<file path="src/rtl/cic_pkg.sv">
// Shared types and helpers for the CIC decimation controller.
package cic_pkg;

  typedef enum logic {
    CIC_CLEAR = 1'b0,
    CIC_RUN   = 1'b1
  } cic_state_e;

  localparam int CIC_DEFAULT_RATIO = 8;
  localparam int CIC_MIN_RATIO     = 2;

  // Bit growth of an N-stage CIC is N*ceil(log2(R)); fixed bounds keep the loop synthesizable.
  function automatic int cic_gain_shift(input int stages, input int ratio);
    int lg;
    lg = 0;
    for (int i = 0; i < 31; i++) begin
      if ((1 << i) < ratio) lg = i + 1;
    end
    return stages * lg;
  endfunction

endpackage

</file>
<file path="src/rtl/cic_rate_counter.sv">
// Modulo-R sample counter; wrap marks acceptance of the R-th sample of a frame.
module cic_rate_counter #(
  parameter int RATIO_W = 8
) (
  input  logic               clk,
  input  logic               reset,
  input  logic               inc,
  input  logic               clr,
  input  logic [RATIO_W-1:0] ratio,
  output logic               last,
  output logic               wrap
);

  logic [RATIO_W-1:0] r_count;

  assign last = (r_count == ratio - RATIO_W'(1));
  assign wrap = inc && last;

  // NOTE: sequential state uses non-blocking assignments so every register samples pre-edge values.
  always_ff @(posedge clk or negedge reset) begin
    if (!reset) begin
      r_count <= '0;
    end else if (clr) begin
      r_count <= '0;
    end else if (inc) begin
      r_count <= wrap ? '0 : r_count + RATIO_W'(1);
    end
  end

endmodule

</file>
<file path="src/rtl/cic_decim_ctrl.sv">
// CIC decimation sequencer: clear/run FSM, input/cfg/output handshakes and comb timing.
module cic_decim_ctrl
  import cic_pkg::*;
#(
  parameter int STAGES        = 3,
  parameter int RATIO_W       = 8,
  parameter int DEFAULT_RATIO = CIC_DEFAULT_RATIO,
  parameter int MIN_RATIO     = CIC_MIN_RATIO,
  parameter int SHIFT_W       = $clog2(STAGES * RATIO_W + 1)
) (
  input  logic               clk,
  input  logic               reset,
  input  logic               in_valid,
  output logic               in_ready,
  input  logic               cfg_valid,
  input  logic [RATIO_W-1:0] cfg_ratio,
  output logic               cfg_ready,
  output logic               integ_en,
  output logic               integ_clr,
  output logic               comb_en,
  output logic               comb_clr,
  output logic               out_valid,
  input  logic               out_ready,
  output logic [SHIFT_W-1:0] gain_shift,
  output logic               busy
);

  localparam int CLR_W = $clog2(STAGES + 1);

  cic_state_e         r_state;
  logic [CLR_W-1:0]   r_clr_cnt;
  logic [RATIO_W-1:0] r_ratio;
  logic [SHIFT_W-1:0] r_gain_shift;
  logic               r_comb_en;
  logic               r_out_valid;

  logic               w_run;
  logic               w_cfg_hs;
  logic               w_stall;
  logic               w_last;
  logic               w_wrap;
  logic               w_cnt_clr;
  logic [RATIO_W-1:0] w_new_ratio;

  assign w_run       = (r_state == CIC_RUN);
  assign cfg_ready   = w_run && !r_out_valid && !r_comb_en;
  assign w_cfg_hs    = cfg_valid && cfg_ready;
  // Only the frame-closing sample waits on the consumer; earlier samples keep flowing.
  assign w_stall     = w_last && r_out_valid && !out_ready;
  assign in_ready    = w_run && !w_cfg_hs && !w_stall;
  assign integ_en    = in_valid && in_ready;
  assign integ_clr   = !w_run;
  assign comb_clr    = !w_run;
  assign busy        = !w_run;
  assign comb_en     = r_comb_en;
  assign out_valid   = r_out_valid;
  assign gain_shift  = r_gain_shift;
  assign w_cnt_clr   = !w_run || w_cfg_hs;
  assign w_new_ratio = (cfg_ratio < RATIO_W'(MIN_RATIO)) ? RATIO_W'(MIN_RATIO) : cfg_ratio;

  cic_rate_counter #(
    .RATIO_W (RATIO_W)
  ) u_rate_counter (
    .clk   (clk),
    .reset (reset),
    .inc   (integ_en),
    .clr   (w_cnt_clr),
    .ratio (r_ratio),
    .last  (w_last),
    .wrap  (w_wrap)
  );

  // NOTE: every control register is async-reset so outputs fall to safe values without a clock.
  always_ff @(posedge clk or negedge reset) begin
    if (!reset) begin
      r_state      <= CIC_CLEAR;
      r_clr_cnt    <= '0;
      r_ratio      <= RATIO_W'(DEFAULT_RATIO);
      r_gain_shift <= SHIFT_W'(cic_gain_shift(STAGES, DEFAULT_RATIO));
      r_comb_en    <= 1'b0;
      r_out_valid  <= 1'b0;
    end else begin
      r_comb_en <= w_wrap;

      // A new result outranks consumption of the previous one.
      if (r_comb_en) begin
        r_out_valid <= 1'b1;
      end else if (r_out_valid && out_ready) begin
        r_out_valid <= 1'b0;
      end

      case (r_state)
        CIC_CLEAR: begin
          if (r_clr_cnt == CLR_W'(STAGES)) begin
            r_state   <= CIC_RUN;
            r_clr_cnt <= '0;
          end else begin
            r_clr_cnt <= r_clr_cnt + CLR_W'(1);
          end
        end
        CIC_RUN: begin
          if (w_cfg_hs) begin
            r_state      <= CIC_CLEAR;
            r_clr_cnt    <= '0;
            r_ratio      <= w_new_ratio;
            r_gain_shift <= SHIFT_W'(cic_gain_shift(STAGES, int'(w_new_ratio)));
          end
        end
        default: r_state <= CIC_CLEAR;
      endcase
    end
  end

endmodule

</file>
<file path="config.mk">
export PLATFORM = sky130hd
export DESIGN_NAME = cic_decim_ctrl
export DESIGN_NICKNAME = d
export VERILOG_FILES = /design/src/rtl/cic_pkg.sv /design/src/rtl/cic_rate_counter.sv /design/src/rtl/cic_decim_ctrl.sv
export SDC_FILE = /design/constraint.sdc
export NUM_CORES = 1
export LEC_CHECK = 0
export CORE_MARGIN = 5
export CORE_UTILIZATION = 32
export DETAILED_ROUTE_END_ITERATION = 7
export SLEW_MARGIN = 20
export SYNTH_ARGS = -nofsm -noshare
export SYNTH_HDL_FRONTEND = slang
export SYNTH_SLANG_ARGS = --single-unit
</file>
<file path="constraint.sdc">
create_clock -name clk -period 2.3 [get_ports clk]
set_input_delay 0.345 -clock clk [delete_from_list [all_inputs] [get_ports clk]]
set_output_delay 0.345 -clock clk [all_outputs]
set_load 0.02 [all_outputs]
</file>
# ---- Yosys cells after proc, flatten, opt, wreduce, memory -nomap -nowiden
# Index checks and enable logic that the tools add are counted.
dict set report word_totals {
  mem_count 0
  regBits 26
  input_bits 13
  latchBits 0
  wordCells 66
  output_inout_bits 13
  romBits 0
  ram_bits 0
}
dict set report op_classes {
  muxes 22
  mul 1
  div 0
  reduce_logical 20
  bitwise_logic 1
  magnitude_cmp 9
  n_addsub 3
  eq_ne 3
  n_shift 0
}
# operator n
set op_table {}
lappend op_table {{32-bit two-way mux} 9}
lappend op_table {{3-bit by 32-bit multiplier with 5-bit output, first input constant} 1}
lappend op_table {{8-bit two-way mux} 4}
lappend op_table {{1-bit logical AND} 10}
lappend op_table {{8-bit by 1-bit adder with 8-bit output, second input constant} 1}
lappend op_table {{8-bit equality test} 1}
lappend op_table {{1-bit by 8-bit < comparator with 1-bit output, first input constant} 1}
lappend op_table {{2-bit by 8-bit < comparator with 1-bit output, first input constant} 1}
lappend op_table {{3-bit by 8-bit < comparator with 1-bit output, first input constant} 1}
lappend op_table {{4-bit by 8-bit < comparator with 1-bit output, first input constant} 1}
lappend op_table {{5-bit by 8-bit < comparator with 1-bit output, first input constant} 1}
lappend op_table {{6-bit by 8-bit < comparator with 1-bit output, first input constant} 1}
lappend op_table {{7-bit by 8-bit < comparator with 1-bit output, first input constant} 1}
lappend op_table {{8-bit by 2-bit < comparator with 1-bit output, second input constant} 1}
lappend op_table {{8-bit < comparator, first input constant} 1}
lappend op_table {{8-bit by 1-bit subtractor with 8-bit output, second input constant} 1}
lappend op_table {{1-bit zero test} 6}
lappend op_table {{1-bit two-way mux} 5}
lappend op_table {{2-bit two-way mux} 2}
lappend op_table {{2-bit case mux with 2 select lines} 1}
lappend op_table {{2-bit nonzero test} 2}
lappend op_table {{2-bit by 1-bit adder with 2-bit output, second input constant} 1}
lappend op_table {{2-bit equality test, second input constant} 1}
lappend op_table {{2-bit by 1-bit inequality test with 1-bit output, second input constant} 1}
lappend op_table {{other kinds (4)} 4}

# ---- Logic depth before layout (Yosys ltp)
dict set report depth {
  ltp_word 14
  mapped_depth 12
}

# ---- By module
# From an unflattened synthesis, not the netlist that was laid out.
dict set report unflattened {
  cells_unflattened 190
  area_unflattened_um2 1744.2
}
# mod cells_each area_per_inst_um2 seq_area_each_um2 instances
set by_module_without_submodules {}
lappend by_module_without_submodules {cic_decim_ctrl 106 984.7 454.2 1}
lappend by_module_without_submodules {cic_rate_counter 84 759.5 200.2 1}

# ---- Least setup slack after synthesis
# No wires, ideal clock.
dict set report synth_timing {
  kind {input-to-reg}
  from {input port cfg_ratio[2]}
  to {register r_gain_shift[3], in the netlist gain_shift[3]}
  path_slack_ps -477
  path_buffers 0
  arrival_ps 2699
  t_required_ps 2221
  path_stages 9
  path_cell_list {or3_4 > or4_4 > or3_4 > a21oi_1 > ha_1 > ha_1 > inv_1 > fa_1 > o21ai_0}
}
dict set report synth_between {
  elab_chain_cells 14
  word_cells_on_any_way 21
}
# item line_no
set synth_lines {}
lappend synth_lines {{start: declaration} cic_decim_ctrl.sv:16} ;# input logic [RATIO_W-1:0] cfg_ratio,
lappend synth_lines {{8-bit by 2-bit < comparator with 1-bit output} cic_decim_ctrl.sv:59} ;# assign w_new_ratio = (cfg_ratio < RATIO_W'(MIN_RATIO)) ? RATIO_W'(MIN_RATIO) : cfg_ratio;
lappend synth_lines {{8-bit two-way mux (*)} cic_decim_ctrl.sv:59}
lappend synth_lines {{1-bit by 8-bit < comparator with 1-bit output} cic_pkg.sv:17} ;# if ((1 << i) < ratio) lg = i + 1;
lappend synth_lines {{1-bit two-way mux} cic_pkg.sv:17}
lappend synth_lines {{32-bit two-way mux (6 in a row)} cic_pkg.sv:17}
lappend synth_lines {{32-bit two-way mux (*)} cic_pkg.sv:17}
lappend synth_lines {{32-bit two-way mux (*)} cic_decim_ctrl.sv:102} ;# if (w_cfg_hs) begin
lappend synth_lines {{32-bit two-way mux (*)} cic_decim_ctrl.sv:92} ;# case (r_state)
lappend synth_lines {{3-bit by 32-bit multiplier with 5-bit output (*)} cic_pkg.sv:19} ;# return stages * lg;
lappend synth_lines {{end signal: assignment} cic_decim_ctrl.sv:79} ;# r_gain_shift <= SHIFT_W'(cic_gain_shift(STAGES, DEFAULT_RATIO));
lappend synth_lines {{end signal: assignment} cic_decim_ctrl.sv:106} ;# r_gain_shift <= SHIFT_W'(cic_gain_shift(STAGES, int'(w_new_ratio)));
lappend synth_lines {{end: declaration} cic_decim_ctrl.sv:33} ;# logic [SHIFT_W-1:0] r_gain_shift;
# Every way passes the cells marked *; elsewhere a longest branch is shown, timed or not. The select of a mux whose other input is x is not followed.
# A chain may end at the register's enable or synchronous reset.

# ---- Final worst setup path
dict set report layout_timing {
  from {register r_ratio[1]}
  to {output port in_ready}
}
dict set report layout_between {
  elab_chain_cells 6
}
# item line_no
set layout_lines {}
lappend layout_lines {{start: declaration} cic_decim_ctrl.sv:32} ;# logic [RATIO_W-1:0] r_ratio;
lappend layout_lines {{start signal: assignment} cic_decim_ctrl.sv:78} ;# r_ratio <= RATIO_W'(DEFAULT_RATIO);
lappend layout_lines {{start signal: assignment} cic_decim_ctrl.sv:105} ;# r_ratio <= w_new_ratio;
lappend layout_lines {{8-bit by 1-bit subtractor with 8-bit output} cic_rate_counter.sv:16} ;# assign last = (r_count == ratio - RATIO_W'(1));
lappend layout_lines {{8-bit equality test} cic_rate_counter.sv:16}
lappend layout_lines {{1-bit logical AND (2 in a row)} cic_decim_ctrl.sv:49} ;# assign w_stall = w_last && r_out_valid && !out_ready;
lappend layout_lines {{1-bit zero test} cic_decim_ctrl.sv:50} ;# assign in_ready = w_run && !w_cfg_hs && !w_stall;
lappend layout_lines {{1-bit logical AND} cic_decim_ctrl.sv:50}
lappend layout_lines {{end: declaration} cic_decim_ctrl.sv:14} ;# output logic in_ready,
# No other way between the ends.

==> reports/summary.txt <==
Outcome: finished, violations left
Failing checks: setup timing
Switch share: 0.391
Power, Total: 2.44 mW
DRT Pass-1 Iters: 4
CP Capture Type: output port
Final setup violation count: 9
H-tree depth: 1
Worst Max-Slew Pin Slew: 472 ps
Pins Over Slew Limit: 0
Critical path type: flip-flop to output port
CP max stage cell: dfrtp_1
Tcrit/Tclk final: 1.15
CTS Buffer Depth: 2
Synthesized instance count: 215
CTS tree: done
CP Max Fanout: 3
Top delay family on crit path: simple AND/OR/NAND/NOR gates
Synth-to-Final Area Change: 49.4%
Largest net degree at the start of global routing: 27
R2R cell count: 12
CTS Root Cell: clkbuf_8
Min Tclk post-route: 2650 ps
WL final: 4820 um
Clock skew: 1.87 ps
Post-Syn Nets: 235
GR Overflow Total: 0
Hold Path End: r_ratio[2]
Drt initial violations: 97
Final Hold Fails: 0
Top Ports: 26
Worst Path Buf+Inv: 3
Row cnt: 27
WP data required: 1960 ps
Clk pwr share: 0.110
Most common cell on crit path: buf_4
Critical Path, Cell by Cell: inv_2 -> ha_4 -> or3b_1 -> a211o_1 -> nor3_4 -> buf_4 -> o211a_4 -> and2_4 -> nor2_1 -> buf_4
# nets final: 310
Initial Util: 0.326
Initial antenna violation count: 0
Syn_area_per_cell: 8.29 sq um
Vias in the first global route: 1847
Sequential Power Share: 0.306
Cell Area, Synth: 0.00178 sq mm
Gpl congestion: 0.806
Pwr dens: 917 mW/mm^2
CP arrival: 2310 ps
Asr flop ratio synth: 1.00
Die X: 84.6 um
Int Power: 1.49 mW
Critical path startpoint category: flip-flop
Vias: 1806
Core Box Area: 0.00547 sq mm
Worst setup margin: -351 ps
IO Port Bufs: 25
Antenna Nets Post-Route: 0
Logic pwr share: 0.583
Hold Startpoint: cfg_ratio[2]
RR Endpoint: u_rate_counter.r_count[7]
DP Worst Slack: -991 ps
Filler cells: 536
Clk slew on worst S/H paths: 90 ps
Max IR drop VDD: 0.557 mV
Wire per inst: 13.4 um
Worst-skew pair later-pin latency: 270 ps
Tot GR Track Use: 0.137
CP max stage delay: 410 ps
Post-synth EDFFs: 0
Commonest non-fill, non-tap cell in the layout: buf_4
F_max: 377 MHz
Flop2flop setup slack: -90 ps
Most frequent cells in the layout: buf_4 (55), nand2_1 (40), dfrtp_1 (23), clkdlybuf4s50_1 (15), nor2_1 (13)
# DRC: 0
Hold Path Cell Cnt: 4
Synth cell types: 50
Synth Warn #: 0
Worst Hold Class: primary input to flip-flop
Post-detail-place hpwl: 3200 um
Inserted Diodes: 0
Hold Slack: 405 ps
Sequential-to-total area share from yosys stat: 0.367
Max-slew headroom: 0.684
Die ar.: 0.00716 sq mm
Clock sinks: 26
Total CTS buffers: 3
Number of max-cap violations: 0
Reg2Reg Launch Point: r_ratio[1]
RSZ-0062 raised after global routing: true
# hold bufs at CTS: 0
Post-synthesis register bit count: 26
Vias per inst: 5.00
Global-route wire length before repair: 8330 um
Ys flop type: dfrtp_1
Layout cell share with drive strength beyond 1: 0.343
Psw: 0.955 mW
Leak: 1.24 nW
Die height: 84.6 um
## Yosys cell counts (all sizes together), types with 2 or more instances
master / number / area, sq um
nand2: 41 / 156
dfrtp: 23 / 576
nor2: 15 / 56.3
o21ai: 12 / 60.1
and3: 11 / 68.8
nand3: 11 / 55.1
inv: 9 / 33.8
a21oi: 8 / 40.0
clkbuf: 7 / 26.3
ha: 6 / 75.1
nor3: 6 / 35.0
o211ai: 6 / 45.0
nor4: 5 / 31.3
xnor2: 5 / 43.8
buf: 4 / 27.5
nor2b: 4 / 25.0
a32oi: 3 / 26.3
dfstp: 3 / 78.8
or3: 3 / 28.8
or4: 3 / 27.5
xor2: 3 / 26.3
a21o: 2 / 15.0
a31oi: 2 / 12.5
mux2: 2 / 22.5
mux2i: 2 / 20.0
o32a: 2 / 20.0
## area by class of cell
type                    count  area (sq um)  share of cell area
multi-input cells         168          1160               0.437
flip-flops and latches     26           654               0.246
clock buffers               4          45.0              0.0169
well taps                  72          90.1              0.0338
repair buffers             81           672               0.252
inverters                  10          37.5              0.0141
## sequential cells by signal, indices dropped and copies added, names as in the netlist
| name | cells |
|---|---|
| r_clr_cnt | 2 |
| u_rate_counter.r_count | 8 |
| gain_shift | 5 |
| comb_en | 1 |
| r_ratio | 8 |
| out_valid | 1 |
| r_state | 1 |
## worst min-delay path, cell delays in order
cell     delay, ps
buf_2           90
buf_4          120
nand2_1         50
nand2_1         40
## logic make-up (layout without fill, tap and decap cells)
logic type,Yosys count,after routing,share of synthesized area
DFF,26,26,0.367
muxes,4,4,0.0239
AOI/OAI and AO/OA,43,43,0.163
adders and majority gates,7,7,0.0533
and+or+nand+nor,106,106,0.302
buffers and inverters,21,95,0.0512
xor gates and xnor gates,8,8,0.0393
## routing by layer
metal / global-route usage / wire, um / up-vias
li1: - / - / 916
met1: 0.188 / 2330 / 855
met2: 0.230 / 2310 / 30
met3: 0.0186 / 137 / 5
met4: 0.0317 / 45 / 0
met5: 0 / 0 / -
## per-stage QoR
step	instance area [sq um]	TNS (ps)	util	std cells
floorplan	1790	-938	-	215
global placement	2380	-3800	0.435	341
detailed placement	2380	-3950	0.435	341
CTS	2570	-1690	0.470	357
global route	2660	-2800	0.487	361
finish	2660	-1480	0.487	361
## repair_timing
item,4_1_cts,5_1_grt
setup buffers,15,6
gates cloned,1,0
resized for setup,47,18
pin swaps,19,18
endpoints found under the setup margin,7,14
## power by group through the flow
stage	sequential (mW)	combinational [mW]	clock, mW
floorplan	0.773	0.638	0
CTS	0.742	1.38	0.277
global route	0.769	1.58	0.288
finish	0.748	1.42	0.270
global placement	0.741	1.13	0
detailed placement	0.739	1.14	0
## worst max path at each step
stage	slack, ps	depth (start not counted)	start	end
3_3_place_gp	-930	11	cfg_ratio[2]	gain_shift[4]
5_1_grt	-440	10	r_ratio[1]	in_ready
2_1_floorplan	-440	9	cfg_ratio[2]	gain_shift[3]
3_5_place_dp	-990	11	cfg_ratio[2]	gain_shift[4]
4_1_cts	-410	10	cfg_ratio[1]	gain_shift[3]
6_report	-350	10	r_ratio[1]	in_ready
(Power assumes the default switching activity.)
